### src/rtl/emissions_pkg.sv
// Shared types and default configuration for the emissions alert responder.
// The optional stuck-critical detector is enabled with EMIS_STUCK_DETECT_EN.
package emissions_pkg;

    typedef enum logic [1:0] {
        IDLE    = 2'd0,
        WARN    = 2'd1,
        CRIT    = 2'd2,
        RECOVER = 2'd3
    } alert_state_t;

    localparam int unsigned PERSIST_DEF     = 4;
    localparam int unsigned BLINK_DIV_DEF   = 25;
    localparam int unsigned DERATE_HOLD_DEF = 16;
    localparam int unsigned CNT_W_DEF       = 8;
    localparam int unsigned STUCK_LIMIT_DEF = 1000;

endpackage

### src/rtl/emis_persist_filter.sv
// Persistence filter: qualified is high on the PERSIST-th consecutive edge
// (and onwards) at which cond is sampled true.
module emis_persist_filter #(
    parameter int unsigned PERSIST = 4
) (
    input  logic clk,
    input  logic reset,
    input  logic cond,
    output logic qualified
);

    localparam int unsigned CW = (PERSIST > 1) ? $clog2(PERSIST) : 1;
    localparam logic [CW-1:0] SAT = CW'(PERSIST - 1);

    logic [CW-1:0] cnt;

    // Saturating run-length of cond; any false sample restarts the run
    always_ff @(posedge clk) begin
        if (reset) begin
            cnt <= '0;
        end else if (!cond) begin
            cnt <= '0;
        end else if (cnt != SAT) begin
            cnt <= cnt + CW'(1);
        end
    end

    assign qualified = cond && (cnt == SAT);

endmodule

### src/rtl/emissions_alert_responder.sv
// Qualifies warning/critical and drives lamp, chime, derate and event count.
// Optional stuck-critical detector enabled with EMIS_STUCK_DETECT_EN.
module emissions_alert_responder
    import emissions_pkg::*;
#(
    parameter int unsigned PERSIST     = PERSIST_DEF,
    parameter int unsigned BLINK_DIV   = BLINK_DIV_DEF,
    parameter int unsigned DERATE_HOLD = DERATE_HOLD_DEF,
    parameter int unsigned CNT_W       = CNT_W_DEF,
    parameter int unsigned STUCK_LIMIT = STUCK_LIMIT_DEF
) (
    input  logic             clk,
    input  logic             reset,
    input  logic             warning,
    input  logic             critical,
    input  logic             ack,
    output logic             lamp,
    output logic             chime,
    output logic             derate_req,
    output logic [1:0]       alert_state,
    output logic [CNT_W-1:0] event_count,
    output logic             event_pulse,
    output logic             sensor_fault
);

    localparam int unsigned BLINK_W = $clog2(BLINK_DIV + 1);
    localparam int unsigned HOLD_W  = $clog2(DERATE_HOLD + 1);
    localparam logic [BLINK_W-1:0] BLINK_MAX = BLINK_W'(BLINK_DIV - 1);
    localparam logic [HOLD_W-1:0]  HOLD_MAX  = HOLD_W'(DERATE_HOLD - 1);

    logic hot_q, any_q, quiet_q, cool_q;

    emis_persist_filter #(.PERSIST(PERSIST)) u_hot (
        .clk(clk), .reset(reset), .cond(critical), .qualified(hot_q)
    );
    emis_persist_filter #(.PERSIST(PERSIST)) u_any (
        .clk(clk), .reset(reset), .cond(warning | critical), .qualified(any_q)
    );
    emis_persist_filter #(.PERSIST(PERSIST)) u_quiet (
        .clk(clk), .reset(reset), .cond(~warning & ~critical), .qualified(quiet_q)
    );
    emis_persist_filter #(.PERSIST(PERSIST)) u_cool (
        .clk(clk), .reset(reset), .cond(~critical), .qualified(cool_q)
    );

    alert_state_t       state, state_nxt;
    logic [BLINK_W-1:0] blink_cnt, blink_nxt;
    logic [HOLD_W-1:0]  hold_cnt, hold_nxt;
    logic [CNT_W-1:0]   count_nxt;
    logic               lamp_nxt, chime_nxt, derate_nxt, crit_entry;

    always_ff @(posedge clk) begin
        if (reset) begin
            state       <= IDLE;
            blink_cnt   <= '0;
            hold_cnt    <= '0;
            lamp        <= 1'b0;
            chime       <= 1'b0;
            derate_req  <= 1'b0;
            event_count <= '0;
            event_pulse <= 1'b0;
        end else begin
            state       <= state_nxt;
            blink_cnt   <= blink_nxt;
            hold_cnt    <= hold_nxt;
            lamp        <= lamp_nxt;
            chime       <= chime_nxt;
            derate_req  <= derate_nxt;
            event_count <= count_nxt;
            event_pulse <= crit_entry;
        end
    end

    always_comb begin
        state_nxt  = state;
        blink_nxt  = blink_cnt;
        hold_nxt   = hold_cnt;
        lamp_nxt   = lamp;
        chime_nxt  = chime;
        count_nxt  = event_count;
        crit_entry = 1'b0;

        case (state)
            IDLE: begin
                if (hot_q)      state_nxt = CRIT;
                else if (any_q) state_nxt = WARN;
            end
            WARN: begin
                if (hot_q)        state_nxt = CRIT;
                else if (quiet_q) state_nxt = IDLE;
            end
            CRIT: begin
                if (cool_q) begin
                    state_nxt = RECOVER;
                    hold_nxt  = '0;
                end
            end
            RECOVER: begin
                if (hot_q) begin
                    state_nxt = CRIT;
                end else if (hold_cnt == HOLD_MAX) begin
                    state_nxt = warning ? WARN : IDLE;
                end else begin
                    hold_nxt = hold_cnt + HOLD_W'(1);
                end
            end
            default: state_nxt = IDLE;
        endcase

        crit_entry = (state_nxt == CRIT) && (state != CRIT);

        // Lamp follows the state being entered; CRIT blinks from a fresh phase
        case (state_nxt)
            IDLE:    lamp_nxt = 1'b0;
            WARN:    lamp_nxt = 1'b1;
            RECOVER: lamp_nxt = 1'b1;
            CRIT: begin
                if (crit_entry) begin
                    lamp_nxt  = 1'b1;
                    blink_nxt = '0;
                end else if (blink_cnt == BLINK_MAX) begin
                    lamp_nxt  = ~lamp;
                    blink_nxt = '0;
                end else begin
                    blink_nxt = blink_cnt + BLINK_W'(1);
                end
            end
            default: lamp_nxt = 1'b0;
        endcase

        derate_nxt = (state_nxt == CRIT) || (state_nxt == RECOVER);

        // A new critical event outranks a simultaneous acknowledge
        if (crit_entry)  chime_nxt = 1'b1;
        else if (ack)    chime_nxt = 1'b0;

        if (crit_entry && (event_count != {CNT_W{1'b1}})) begin
            count_nxt = event_count + CNT_W'(1);
        end
    end

    assign alert_state = state;

`ifdef EMIS_STUCK_DETECT_EN
    localparam int unsigned STUCK_W = $clog2(STUCK_LIMIT + 1);
    localparam logic [STUCK_W-1:0] STUCK_MAX  = STUCK_W'(STUCK_LIMIT);
    localparam logic [STUCK_W-1:0] STUCK_LAST = STUCK_W'(STUCK_LIMIT - 1);

    logic [STUCK_W-1:0] stuck_cnt;

    // Run length of critical=1; fault asserts on the edge the run reaches the limit
    always_ff @(posedge clk) begin
        if (reset || !critical) begin
            stuck_cnt    <= '0;
            sensor_fault <= 1'b0;
        end else begin
            if (stuck_cnt != STUCK_MAX) stuck_cnt <= stuck_cnt + STUCK_W'(1);
            if (stuck_cnt >= STUCK_LAST) sensor_fault <= 1'b1;
        end
    end
`else
    logic unused_stuck_limit;
    assign unused_stuck_limit = |32'(STUCK_LIMIT);
    assign sensor_fault       = 1'b0;
`endif

endmodule

### config.mk
export PLATFORM = sky130hd
export DESIGN_NAME = emissions_alert_responder
export DESIGN_NICKNAME = d
export VERILOG_FILES = /design/src/rtl/emissions_pkg.sv /design/src/rtl/emis_persist_filter.sv /design/src/rtl/emissions_alert_responder.sv
export SDC_FILE = /design/constraint.sdc
export NUM_CORES = 1
export LEC_CHECK = 0
export BUFFER_PORTS_ARGS = -buffer_cell sky130_fd_sc_hd__buf_2
export CORE_MARGIN = 2
export CORE_UTILIZATION = 57
export DETAILED_ROUTE_END_ITERATION = 6
export PLACE_DENSITY = 0.75
export REMOVE_ABC_BUFFERS = 1
export SYNTH_ARGS = -nofsm -noshare
export SYNTH_HDL_FRONTEND = slang
export SYNTH_SLANG_ARGS = --single-unit
### constraint.sdc
create_clock -name clk -period 2.65 [get_ports clk]
set_clock_uncertainty 0.1 [all_clocks]
set_input_delay 0.53 -clock clk [delete_from_list [all_inputs] [get_ports clk]]
set_output_delay 0.53 -clock clk [all_outputs]
set_load 0.05 [all_outputs]
Word-level counts from Yosys, hierarchy flattened
Cells that the tools add are included.

operators by class
  mux-type cells = 20
  equality and inequality tests = 22
  $add $sub $neg = 7
  reduce and logical (&&, ||, !) cells = 17
  bitwise gates (word level) = 7

operators with widths
  kind                 count
  $mux 5               5
  $eq 2x2->1 const B   8
  $ne 2x2->1 const B   8
  $mux 2               7
  $add 5x1->5 const B  2
  $pmux 5 s2           1
  $reduce_or 2->1      5
  $add 2x1->2 const B  4
  $add 8x1->8 const B  1
  $ne 8x8->1 const B   1
  $pmux 2 s4           1
  $logic_and 1x1->1    6
  $eq 5x4->1 const B   1
  $eq 5x5->1 const B   1
  $mux 1               5
  $not 1->1            5
  $eq 2x1->1 const B   2
  $logic_not 2->1      2
  $reduce_and 4->1     1
  $reduce_bool 2->1    2
  $ne 3x2->1 const B   1
  $pmux 1 s3           1
  $and 1x1->1          1
  $logic_or 1x1->1     1
  $or 1x1->1           1

storage, ports and cells
  output and inout bits = 15
  flip-flop bits (word level) = 32
  input bits = 5
  word-level logic and storage cells = 85

Logic depth before layout (Yosys ltp)
  word-level depth = 10
  gate-level depth with buffers = 9
  gate-level depth less buffers = 8

Modules after synthesis
From an unflattened synthesis, not the netlist that was laid out.

second synthesis, totals
  cell total of the unflattened synthesis = 170
  area total of the unflattened synthesis = 1534.0 um^2

modules (own cells, without submodules)
  module                     area an instance (um^2)  cells an instance  instances
  emissions_alert_responder  1163.6                   134                1
  emis_persist_filter        92.6                     9                  4

Worst setup path after synthesis
Ideal clock, no wire load.

  kind = reg2reg
  from = reg state[0], in the netlist alert_state[0]
  to = reg event_count[4]
  cell stages (with the launch flop) = 7
  setup time = 0.070 ns
  required time = 2.480 ns
  slack = 0.361 ns
  period minus slack after synthesis = 2.289 ns
  arrival time = 2.119 ns
  cells stage by stage = dfxtp_1 > buf_4 > and4bb_2 > a41oi_2 > nand4_4 > or4_1 > a21oi_1

on the way
  cells in the longest elaborated chain, start to end = 6
  elaborated cells between the ends (all ways) = 16
  classes of those cells = eq/ne: 5; mux: 8; reduce/logical: 3

ends and longest elaborated chain
  item                       RTL line                                                                                            source
  start: declaration         emissions_alert_responder.sv:46                                                                     alert_state_t state, state_nxt;
  start signal: assignment   emissions_alert_responder.sv:63                                                                     state <= state_nxt;
  $mux 2 (on tied branches)  emissions_alert_responder.sv:101, emissions_alert_responder.sv:86, emissions_alert_responder.sv:90
  $mux 2 (on tied branches)  emissions_alert_responder.sv:99, emissions_alert_responder.sv:85, emissions_alert_responder.sv:89
  $pmux 2 s4                 emissions_alert_responder.sv:83                                                                     case (state)
  $eq 2x2->1                 emissions_alert_responder.sv:110                                                                    crit_entry = (state_nxt == CRIT) && (state != CRIT);
  $logic_and 1x1->1 (*)      emissions_alert_responder.sv:110
  $logic_and 1x1->1 (*)      emissions_alert_responder.sv:137                                                                    if (crit_entry && (event_count != {CNT_W{1'b1}})) begin
  end signal: assignment     emissions_alert_responder.sv:69                                                                     event_count <= count_nxt;
  end: declaration           emissions_alert_responder.sv:21                                                                     output logic [CNT_W-1:0] event_count,

Every way passes the cells marked *; elsewhere a longest branch is shown, timed or not.
A chain may end at the register's enable or synchronous reset.

Worst setup path after layout
  from = reg hold_cnt[0]
  to = reg event_count[5]

on the way
  cells in the longest elaborated chain, start to end = 7

ends and longest elaborated chain
  item                      RTL line                          source
  start: declaration        emissions_alert_responder.sv:48   logic [HOLD_W-1:0] hold_cnt, hold_nxt;
  start signal: assignment  emissions_alert_responder.sv:65   hold_cnt <= hold_nxt;
  $eq 5x4->1                emissions_alert_responder.sv:101  end else if (hold_cnt == HOLD_MAX) begin
  $mux 2                    emissions_alert_responder.sv:101
  $mux 2                    emissions_alert_responder.sv:99   if (hot_q) begin
  $pmux 2 s4                emissions_alert_responder.sv:83
  $eq 2x2->1                emissions_alert_responder.sv:110
  $logic_and 1x1->1         emissions_alert_responder.sv:110
  $logic_and 1x1->1         emissions_alert_responder.sv:137

Every way passes these cells.

==> summary.md <==
| Metric | Value |
|---|---|
| Status | `complete, no violations` |
| Post-synth top area share | `0.389` |
| Met1 wire length | `1.43 mm` |
| Worst slack at placement | `0.170 ns` |
| Met2 WL post-DR | `around 1.5 mm` |
| Initial cell density of the core | `0.598` |
| Final Critical Period | `around 2.4 ns` |
| Placed cell count | `about 220` |
| Yosys reg bits | `32` |
| Post-layout instance count excluding filler cells | `roughly 230` |
| CP max FO | `10` |
| Synth area leaders | `dfxtp_1 (39%), ha_1 (6.8%), mux2i_1 (5.5%)` |
| Net Sw Frac | `0.241` |
| Setup CP Type | `register to register` |
| Hpwl dp | `around 2.3 mm` |
| ANT cells | `0` |
| TritonCTS buffer count | `5` |
| Logic pwr share | `0.067` |
| Initial drt markers | `60` |
| RD Place Congestion | `around 0.88` |
| Clk sink count | `32` |
| FP Rows | `19` |
| Hold Violations, Final | `0` |
| Synth-to-layout area growth | `7.82%` |
| Slew headroom | `0.564` |
| Sequential Power Share | `0.588` |
| Final setup viols | `0` |
| Hold Buf Count CTS | `0` |
| Crit path largest cell delay | `between 0.4 and 0.5 ns` |
| Top post-synthesis cells by count | `dfxtp_1 (32), nor2_1 (17), nand2_1 (11)` |
| Most Frequent Cell on Critical Path | `ha_1` |
| Unrepaired setup endpoints after global routing | `no` |
| Number of global-route vias before repair | `1288` |
| First-pass GRT wire length | `between 5 and 6 mm` |
| Period utilisation layout | `0.922` |
| Largest net degree at the start of global routing | `35` |
| Core ar. | `approximately 0.0028 mm2` |
| Max-cap violation count | `0` |
| Setup bufs post-CTS | `0` |
| Root Buffer | `clkbuf_4` |
| CTS tree | `done` |
| Pint | `about 640 uW` |
| Main flop type after synthesis | `dfxtp_1` |
| Max IR drop VDD | `roughly 380 uV` |
| Via Count | `approximately 1400` |
| Skew-Pair Late Insertion Delay | `0.34 ns` |
| Max Root-Sink Buffers | `2` |
| Pleak | `approximately 0.71 nW` |
| Asr flop ratio synth | `0` |
| Yosys cell types | `45` |
| Finished Core Util | `0.644` |
| Final Max Tran Viols | `0` |
| Synthesized instance count | `178` |
| Power Dens Cells | `474 mW/mm2` |
| Die H | `57.8 um` |
| Fmax achieved | `about 0.41 GHz` |
| Number of synthesized flops with an enable pin | `0` |
| Final setup margin | `roughly 0.21 ns` |
| Top layer in use | `met4` |
| Die area | `around 0.0033 mm2` |
| CTS clk-pin slew, worst paths | `around 0.090 ns` |
| TNS Setup | `0 ns` |
| Count leader, synth | `dfxtp_1` |
| Total grt overflow | `0` |
| Detailed-route wire length | `3.12 mm` |
| Crit path launch type | `register` |
| Sw power | `between 200 and 250 uW` |
| Post-CTS Resized | `0` |
| Worst-margin pin slew | `about 0.65 ns` |
| Nets@finish | `211` |
| Remaining antenna violation count after routing | `0` |
| Vias per cell | `roughly 5.9` |
| Required @ worst endpoint | `~2.8 ns` |
| Worst setup EP type | `register` |
| Router iterations before antenna repair | `4` |
| Post-route cell area | `between 0.0015 and 0.002 mm2` |
| H-tree Lvls | `2` |
| Yosys warnings | `0` |
| Synthesized area | `0.00165 mm2` |
| Die width | `around 58 um` |
| CP max-delay cell | `o2111ai_1` |
| Dpl cell area | `between 0.0015 and 0.002 mm2` |
| Hold depth | `2` |
| CP Data Arrival Time | `2.58 ns` |
| Input/output buffers | `18` |
| Critical-path cell list | `ha_1, and3_1, ha_1, inv_1, o2111ai_1, nand4_4, nor4_1, mux2_2` |
| Routed wire per std cell | `13.6 um` |
| Initial antenna violation count | `0` |
| Largest area contributor in the netlist | `dfxtp_1` |
| Sequential area share after synthesis | `0.389` |
| WL met3 | `between 100 and 150 um` |
| Num ports | `20` |
| Layout cells sized above 1 | `0.182` |
| Total track usage | `0.215` |
| Syn Area/Cell | `just over 9 um2` |
| Drt drc | `0` |
| Clock power share | `0.344` |
| R2R depth | `8` |
| Hold WC Path Type | `primary input to register` |
path summary, 6_finish.rpt:
| path | from | endpoint | slack, ns |
|---|---|---|---|
| setup / recovery | hold_cnt[0] | event_count[5] | 0.21 |
| hold reg to reg | chime | chime | 0.38 |
| setup reg to reg | hold_cnt[0] | event_count[5] | 0.21 |
| hold / removal | warning | u_quiet.cnt[0] | 0.33 |
stage by stage:
| step | hold WS [ns] | power, mW |
|---|---|---|
| after global routing | 0.307 | 0.882 |
| after floorplan | 0.328 | 0.542 |
| final | 0.329 | 0.843 |
| after CTS | 0.319 | 0.851 |
| after global placement | 0.346 | 0.560 |
| after detailed placement | 0.370 | 0.564 |
layer usage:
layer  up-vias  track usage
met5         -            0
met4         0       0.0764
met3         9       0.0759
met2        23        0.360
met1       648        0.256
li1        678            -
layout by cell type (no fill, tap or decap), drive strengths merged, types with 6 or more instances in the layout:
cell type / instances
a21oi: 8
buf: 20
clkbuf: 8
dfxtp: 32
ha: 9
inv: 7
mux2i: 9
nand2: 11
nand2b: 8
nand3: 6
nor2: 17
nor3: 8
o21ai: 7
worst max-delay path, delay by kind of cell, from the launching register on:
family | cells | cell delay, ns
simple gates | 3 | 0.67
mux | 1 | 0.37
flops | 1 | 0.38
fa+ha+maj | 2 | 0.37
buf+inv | 1 | 0.04
compound gates | 1 | 0.41
cells by family (layout without fill, tap and decap cells):
| family | count (synthesis) | after routing | synth area share |
|---|---|---|---|
| AOI/OAI and AO/OA | 29 | 29 | 0.124 |
| DFF | 32 | 32 | 0.389 |
| muxes | 11 | 11 | 0.0683 |
| and+or+nand+nor | 76 | 76 | 0.261 |
| other | 1 | 1 | 0.00228 |
| adders and majority gates | 9 | 9 | 0.0683 |
| xor gates and xnor gates | 5 | 5 | 0.0266 |
| buffers and inverters | 15 | 35 | 0.0607 |
power by group through the flow:
stage / logic, mW / clock network [mW] / registers [mW]
after floorplan: 0.0308 / 0 / 0.511
after global placement: 0.0539 / 0 / 0.506
after detailed placement: 0.0572 / 0 / 0.507
after CTS: 0.0576 / 0.297 / 0.496
after global routing: 0.0636 / 0.321 / 0.497
final: 0.0567 / 0.290 / 0.496
final cells by class:
type / count / area, um2
clock buffer: 8 / 58.8
inverter: 7 / 26.3
multi-input combinational: 131 / 907
timing repair buffer: 20 / 105
fill: 244 / 981
sequential: 32 / 641
tap: 31 / 38.8
flip-flops by register name, summed over array words and instances, names as in the netlist:
register     flops
alert_state      2
blink_cnt        5
chime            1
derate_req       1
event_count      8
event_pulse      1
hold_cnt         5
lamp             1
u_any.cnt        2
u_cool.cnt       2
u_hot.cnt        2
u_quiet.cnt      2
No activity file was read; power rests on OpenSTA's default activity.
